$ cat src/rtl/mem_stage_pkg.sv
// ============================================================================
// Module      : mem_stage_pkg
// Description : Field offsets, size encodings and FSM state type shared by
//               the memory-stage unit and its load alignment helper.
// Revision    : 1.0 - initial release
// ============================================================================
`default_nettype none

package mem_stage_pkg;

    // EX/MEM bundle layout
    localparam int c_EXMEM_W        = 109;
    localparam int c_EXMEM_PC_LSB   = 77;
    localparam int c_EXMEM_ALU_LSB  = 45;
    localparam int c_EXMEM_SD_LSB   = 13;
    localparam int c_EXMEM_RD_LSB   = 8;
    localparam int c_EXMEM_MRD_BIT  = 7;
    localparam int c_EXMEM_MWR_BIT  = 6;
    localparam int c_EXMEM_RW_BIT   = 5;
    localparam int c_EXMEM_M2R_BIT  = 4;
    localparam int c_EXMEM_SZ_LSB   = 2;
    localparam int c_EXMEM_SGN_BIT  = 1;
    localparam int c_EXMEM_VLD_BIT  = 0;

    // MEM/WB register layout
    localparam int c_MEMWB_W        = 39;
    localparam int c_MEMWB_VLD_BIT  = 38;
    localparam int c_MEMWB_RW_BIT   = 37;
    localparam int c_MEMWB_RD_LSB   = 32;

    localparam logic [1:0] SZ_BYTE = 2'b00;
    localparam logic [1:0] SZ_HALF = 2'b01;
    localparam logic [1:0] SZ_WORD = 2'b10;
    localparam logic [1:0] SZ_RSVD = 2'b11;

    typedef enum logic [0:0] {
        IDLE   = 1'b0,
        ACCESS = 1'b1
    } state_t;

    // Reserved size counts as an illegal access, like any misalignment.
    function automatic logic is_misaligned(input logic [1:0] size, input logic [1:0] addr_lo);
        logic bad;
        bad = 1'b0;
        case (size)
            SZ_HALF: bad = addr_lo[0];
            SZ_WORD: bad = |addr_lo;
            SZ_RSVD: bad = 1'b1;
            default: bad = 1'b0;
        endcase
        return bad;
    endfunction

endpackage

`default_nettype wire

$ cat src/rtl/mem_stage_unit_load_align.sv
// ============================================================================
// Module      : load_align
// Description : Selects the addressed byte/half lane of a load word and
//               zero- or sign-extends it to 32 bits.
// Revision    : 1.0 - initial release
// ============================================================================
`default_nettype none

module load_align
    import mem_stage_pkg::*;
(
    input  logic [31:0] rdata,
    input  logic [1:0]  addr_lo,
    input  logic [1:0]  size,
    input  logic        load_signed,
    output logic [31:0] value
);

    logic [31:0] w_shifted;
    logic [15:0] w_half;

    assign w_shifted = rdata >> {addr_lo, 3'b000};
    assign w_half    = addr_lo[1] ? rdata[31:16] : rdata[15:0];

    always_comb begin
        value = rdata;
        case (size)
            SZ_BYTE: value = {{24{load_signed & w_shifted[7]}}, w_shifted[7:0]};
            SZ_HALF: value = {{16{load_signed & w_half[15]}}, w_half};
            default: value = rdata;
        endcase
    end

endmodule

`default_nettype wire

$ cat src/rtl/mem_stage_unit.sv
// ============================================================================
// Module      : mem_stage_unit
// Description : Memory pipeline stage: decodes EX/MEM, runs req/ack data
//               memory accesses, stalls upstream and owns the MEM/WB register.
// Revision    : 1.0 - initial release
// ============================================================================
`default_nettype none

module mem_stage_unit
    import mem_stage_pkg::*;
#(
    parameter int ADDR_W = 32,
    parameter int DATA_W = 32
) (
    input  logic                   clk,
    input  logic                   areset_n,
    input  logic [c_EXMEM_W-1:0]   exmem_data,
    output logic                   dmem_req,
    output logic                   dmem_we,
    output logic [ADDR_W-1:0]      dmem_addr,
    output logic [DATA_W-1:0]      dmem_wdata,
    output logic [DATA_W/8-1:0]    dmem_be,
    input  logic                   dmem_ack,
    input  logic [DATA_W-1:0]      dmem_rdata,
    output logic                   stall,
    output logic [c_MEMWB_W-1:0]   memwb_data,
    output logic                   misalign_err
);

    logic [31:0] w_alu;
    logic [31:0] w_sd;
    logic [4:0]  w_rd;
    logic        w_mem_read;
    logic        w_mem_write;
    logic        w_reg_write;
    logic        w_mem_to_reg;
    logic [1:0]  w_size;
    logic        w_load_signed;
    logic        w_valid;
    logic        w_unused_pc;

    assign w_alu         = exmem_data[c_EXMEM_ALU_LSB +: 32];
    assign w_sd          = exmem_data[c_EXMEM_SD_LSB +: 32];
    assign w_rd          = exmem_data[c_EXMEM_RD_LSB +: 5];
    assign w_mem_read    = exmem_data[c_EXMEM_MRD_BIT];
    assign w_mem_write   = exmem_data[c_EXMEM_MWR_BIT];
    assign w_reg_write   = exmem_data[c_EXMEM_RW_BIT];
    assign w_mem_to_reg  = exmem_data[c_EXMEM_M2R_BIT];
    assign w_size        = exmem_data[c_EXMEM_SZ_LSB +: 2];
    assign w_load_signed = exmem_data[c_EXMEM_SGN_BIT];
    assign w_valid       = exmem_data[c_EXMEM_VLD_BIT];
    assign w_unused_pc   = ^exmem_data[c_EXMEM_PC_LSB +: 32];

    logic w_mem_op;
    logic w_misalign;
    logic w_access_ok;

    assign w_mem_op    = w_valid & (w_mem_read | w_mem_write);
    assign w_misalign  = is_misaligned(w_size, w_alu[1:0]);
    assign w_access_ok = w_mem_op & ~w_misalign;

    // Store lane replication; mem_write wins over mem_read when both are set.
    logic [31:0] w_st_data;
    logic [3:0]  w_st_be;

    always_comb begin
        w_st_data = w_sd;
        w_st_be   = 4'b1111;
        case (w_size)
            SZ_BYTE: begin
                w_st_data = {4{w_sd[7:0]}};
                w_st_be   = 4'b0001 << w_alu[1:0];
            end
            SZ_HALF: begin
                w_st_data = {2{w_sd[15:0]}};
                w_st_be   = w_alu[1] ? 4'b1100 : 4'b0011;
            end
            default: begin
                w_st_data = w_sd;
                w_st_be   = 4'b1111;
            end
        endcase
    end

    logic [31:0] w_load_val;
    logic [31:0] w_wb_value;

    load_align u_load_align (
        .rdata       (dmem_rdata),
        .addr_lo     (w_alu[1:0]),
        .size        (w_size),
        .load_signed (w_load_signed),
        .value       (w_load_val)
    );

    assign w_wb_value = (w_mem_to_reg & ~w_mem_write) ? w_load_val : w_alu;

    state_t w_next_state;
    state_t r_state;
    logic   w_stall;

    always_comb begin
        w_next_state = r_state;
        w_stall      = 1'b0;
        case (r_state)
            IDLE: begin
                if (w_access_ok) begin
                    w_stall      = 1'b1;
                    w_next_state = ACCESS;
                end
            end
            ACCESS: begin
                if (dmem_ack) begin
                    w_next_state = IDLE;
                end else begin
                    w_stall = 1'b1;
                end
            end
            default: w_next_state = IDLE;
        endcase
    end

    // Gated by reset so garbage on exmem_data cannot stall the pipe in reset.
    assign stall = areset_n & w_stall;

    logic                 r_req;
    logic                 r_we;
    logic [ADDR_W-1:0]    r_addr;
    logic [DATA_W-1:0]    r_wdata;
    logic [DATA_W/8-1:0]  r_be;
    logic [c_MEMWB_W-1:0] r_memwb;
    logic                 r_misalign_err;

    always_ff @(posedge clk or negedge areset_n) begin
        if (!areset_n) begin
            r_state        <= IDLE;
            r_req          <= 1'b0;
            r_we           <= 1'b0;
            r_addr         <= '0;
            r_wdata        <= '0;
            r_be           <= '0;
            r_memwb        <= '0;
            r_misalign_err <= 1'b0;
        end else begin
            r_state        <= w_next_state;
            r_misalign_err <= 1'b0;
            case (r_state)
                IDLE: begin
                    if (w_access_ok) begin
                        r_req   <= 1'b1;
                        r_we    <= w_mem_write;
                        r_addr  <= {w_alu[ADDR_W-1:2], 2'b00};
                        r_wdata <= w_st_data;
                        r_be    <= w_st_be;
                        r_memwb <= '0;
                    end else if (w_mem_op) begin
                        r_memwb        <= {1'b1, 1'b0, w_rd, w_alu};
                        r_misalign_err <= 1'b1;
                    end else begin
                        r_memwb <= {w_valid, w_reg_write, w_rd, w_alu};
                    end
                end
                ACCESS: begin
                    if (dmem_ack) begin
                        r_req   <= 1'b0;
                        r_we    <= 1'b0;
                        r_addr  <= '0;
                        r_wdata <= '0;
                        r_be    <= '0;
                        r_memwb <= {1'b1, w_reg_write & ~w_mem_write, w_rd, w_wb_value};
                    end else begin
                        r_memwb <= '0;
                    end
                end
                default: r_memwb <= '0;
            endcase
        end
    end

    assign dmem_req     = r_req;
    assign dmem_we      = r_we;
    assign dmem_addr    = r_addr;
    assign dmem_wdata   = r_wdata;
    assign dmem_be      = r_be;
    assign memwb_data   = r_memwb;
    assign misalign_err = r_misalign_err;

endmodule

`default_nettype wire

$ cat config.mk
export PLATFORM = sky130hd
export DESIGN_NAME = mem_stage_unit
export DESIGN_NICKNAME = d
export VERILOG_FILES = /design/src/rtl/mem_stage_pkg.sv /design/src/rtl/mem_stage_unit_load_align.sv /design/src/rtl/mem_stage_unit.sv
export SDC_FILE = /design/constraint.sdc
export NUM_CORES = 1
export LEC_CHECK = 0
export ABC_AREA = 1
export CORE_UTILIZATION = 28
export CTS_CLUSTER_DIAMETER = 60
export DETAILED_ROUTE_END_ITERATION = 16
export PLACE_DENSITY_LB_ADDON = 0.05
export SETUP_SLACK_MARGIN = 0.2
export SYNTH_ARGS = -nofsm -noshare
export SYNTH_HDL_FRONTEND = slang
export SYNTH_SLANG_ARGS = --single-unit
$ cat constraint.sdc
create_clock -name clk -period 1.4 [get_ports clk]
set_input_delay 0.14 -clock clk [delete_from_list [all_inputs] [get_ports clk]]
set_output_delay 0.14 -clock clk [all_outputs]
set_load 0.01 [all_outputs]
==> flow_metrics.env <==
export IMPL_run_status="complete, but fails checks"
export IMPL_failed_checks="setup timing"
export IMPL_place_congestion=0.858
export IMPL_fp_row_count=50
export IMPL_hold_path_end="memwb_data[38]"
export IMPL_whs_ns=0.211
export IMPL_die_height_um=141
export IMPL_critPathMaxFanout=8
export IMPL_fmax_mhz=700
export IMPL_antenna_found_initial=1
export IMPL_start_kind="flop"
export IMPL_rsz0062_at_grt="true"
export IMPL_dieArea_um2=20000
export IMPL_final_common_cell="nand2_1"
export IMPL_layout_common_cells="nand2_1, dfrtp_1, clkdlybuf4s50_1, buf_4, dlygate4sd2_1"
export IMPL_fin_util_pct=54.7
export IMPL_numCtsBuffers=9
export IMPL_tns_ns=-0.154
export IMPL_min_path_type="input pin to flop"
export IMPL_dr_pass1_iters=4
export IMPL_die_w_um=141
export IMPL_power_leakage_nw=5.13
export IMPL_clk_latency_ns=0.35
export IMPL_yosysTopAreaCell="dfrtp_1"
export IMPL_slew_headroom_pct=57.4
export IMPL_holdCritStartpoint="exmem_data[0]"
export IMPL_vias=6026
export IMPL_drt_wl_total_um=23500
export IMPL_cts_root_buf="clkbuf_16"
export IMPL_power_mw=13.3
export IMPL_critical_path_required_ns=1.65
export IMPL_cts_tree="yes"
export IMPL_synth_area_um2=5430
export IMPL_synth_cells=718
export IMPL_synth_top_cell_area_share_pct=50.2
export IMPL_placed_area_um2=8270
export IMPL_fillCellCount=1754
export IMPL_setup_violations=7
export IMPL_yosysUniqueCellTypes=25
export IMPL_dp_cells=1213
export IMPL_grt_pass1_vias=6016
export IMPL_first_iter_violations=269
export IMPL_grt_overflow=0
export IMPL_instances_no_fill=1299
export IMPL_drc=0
export IMPL_vdd_drop_max_uv=612
export IMPL_path_clk_slew_ns=0.07
export IMPL_grt_pass1_wl_um=34300
export IMPL_place_port_buffers=220
export IMPL_r2r_slack_ns=-0.03
export IMPL_layout_min_cycle_time_ns=1.43
export IMPL_final_area_um2=10300
export IMPL_drv_slew=0
export IMPL_max_cap_violations=0
export IMPL_cp_startpoint="r_state"
export IMPL_dp_hpwl_um=14500
export IMPL_rr_startpoint="r_state"
export IMPL_detail_route_antenna_nets=0
export IMPL_hold_viol=0
export IMPL_pre_cts_ws_ns=-0.536
export IMPL_worst_slew_pin_slew_ns=0.639
export IMPL_powerDensity_nw_per_um2=1290
export IMPL_fin_ws_ns=-0.0287
export IMPL_cts_sink_count=109
export IMPL_yosys_register_bits=109
export IMPL_syn_avg_cell_area_um2=7.56
export IMPL_syn2layout_area_growth_pct=89.5
export IMPL_synth_area_leaders="dfrtp_1, nand2_1, nand3_1, nor2_1, o21ai_0"
export IMPL_fin_worst_skew_ns=0.00770
export IMPL_min_period_over_period_pct=102
export IMPL_clockBufferDepth=2
export IMPL_arrival_ns=1.68
export IMPL_grt_max_degree=110
export IMPL_ys_seq_area_share_pct=50.2
export IMPL_ctsHtreeMaxLevel=3
export IMPL_floorplan_initialDensity_pct=28.8
export IMPL_yosys_warnings=0
export IMPL_path_class="flop to flop"
export IMPL_rr_worst_depth=7
export IMPL_core_area_um2=18800
export IMPL_routedWlPerCell_um=18.1
export IMPL_grt_use_total_pct=22.9
export IMPL_pin_count=255
export IMPL_routed_via_density=4.64
export IMPL_nets=1177
export IMPL_layout_drive_gt1_share_pct=30.3
export IMPL_reg2reg_to="dmem_addr[29]"
export IMPL_endpoint_kind="flop"
export IMPL_holdPathStages=3
## power by group
part	switching (mW)	internal [mW]	leakage, nW
clock	1.24	1.27	0.135
combinational	3.10	3.19	3.58
sequential	0.479	4.03	1.42
total	4.82	8.49	5.13
## worst max path at each step
stage | cells after the start | endpoint | slack, ns
after floorplan | 5 | dmem_addr[10] | 0.20
after global placement | 9 | stall | -0.52
after detailed placement | 10 | memwb_data[5] | -0.54
after CTS | 7 | dmem_addr[20] | -0.03
after global routing | 7 | dmem_addr[29] | -0.08
final | 7 | dmem_addr[29] | -0.03
## what timing repair did
item / in CTS / in global routing
setup buffers: 17 / 29
endpoints found under the hold margin: 75 / 0
endpoints found under the setup margin: 216 / 149
hold buffers: 1 / 0
cloned: 18 / 4
pin swaps: 32 / 52
resized for setup: 317 / 122
## metal layers
| metal | up-vias | part of all wire (%) | global-route usage, % |
|---|---|---|---|
| met1 | 2883 | 42 | 29.0 |
| met4 | 0 | 2.0 | 7.09 |
| li1 | 2924 | - | - |
| met3 | 29 | 6.6 | 5.26 |
| met5 | - | 0 | 0 |
| met2 | 190 | 49 | 38.8 |
## cell usage after synthesis
cell,instances
o21ai_0,42
buf_4,2
clkinv_1,1
a21oi_2,1
dfrtp_1,109
o21a_1,3
nor2_2,2
o22ai_1,6
o21ai_2,2
o21ai_1,6
buf_1,6
nand3_2,5
nand2_4,1
a21oi_1,38
nand3_1,90
buf_2,14
nand3_4,2
buf_6,7
inv_1,51
nor2_1,58
conb_1,1
clkbuf_1,10
nand2_2,3
nand2_1,252
inv_2,6
## state kept, by name, indices dropped and copies added (netlist names)
signal,flops
dmem_addr,30
r_state,1
dmem_be,4
memwb_data,39
misalign_err,1
dmem_we,1
dmem_wdata,32
dmem_req,1
## logic make-up (layout without fill, tap and decap cells)
family / Yosys count / after routing / synth area share, %
AND/OR/NAND/NOR: 413 / 414 / 32.1
flip-flops: 109 / 109 / 50.2
AO/OA/AOI/OAI: 98 / 98 / 9.51
buffers and inverters: 97 / 415 / 8.13
other: 1 / 3 / 0.0690
## cell type report
| cell class | instances | area [µm²] | share of cell area [%] |
|---|---|---|---|
| well taps | 260 | 325 | 3.16 |
| flip-flops and latches | 109 | 2730 | 26.5 |
| repair buffers | 341 | 3720 | 36.1 |
| clock inverters | 6 | 46.3 | 0.450 |
| clock buffers | 10 | 239 | 2.32 |
| inverters | 58 | 243 | 2.36 |
| multi-input cells | 514 | 2990 | 29.1 |
| diodes | 1 | 2.50 | 0.0243 |
## critical path: stages (launching register included)
cell,delay [ns]
dfrtp_1,0.43
inv_2,0.12
nand3_4,0.17
buf_12,0.23
buf_12,0.14
buf_16,0.14
nand3_2,0.05
nand2_1,0.05
Note: power is estimated with default switching activity, not from simulation.
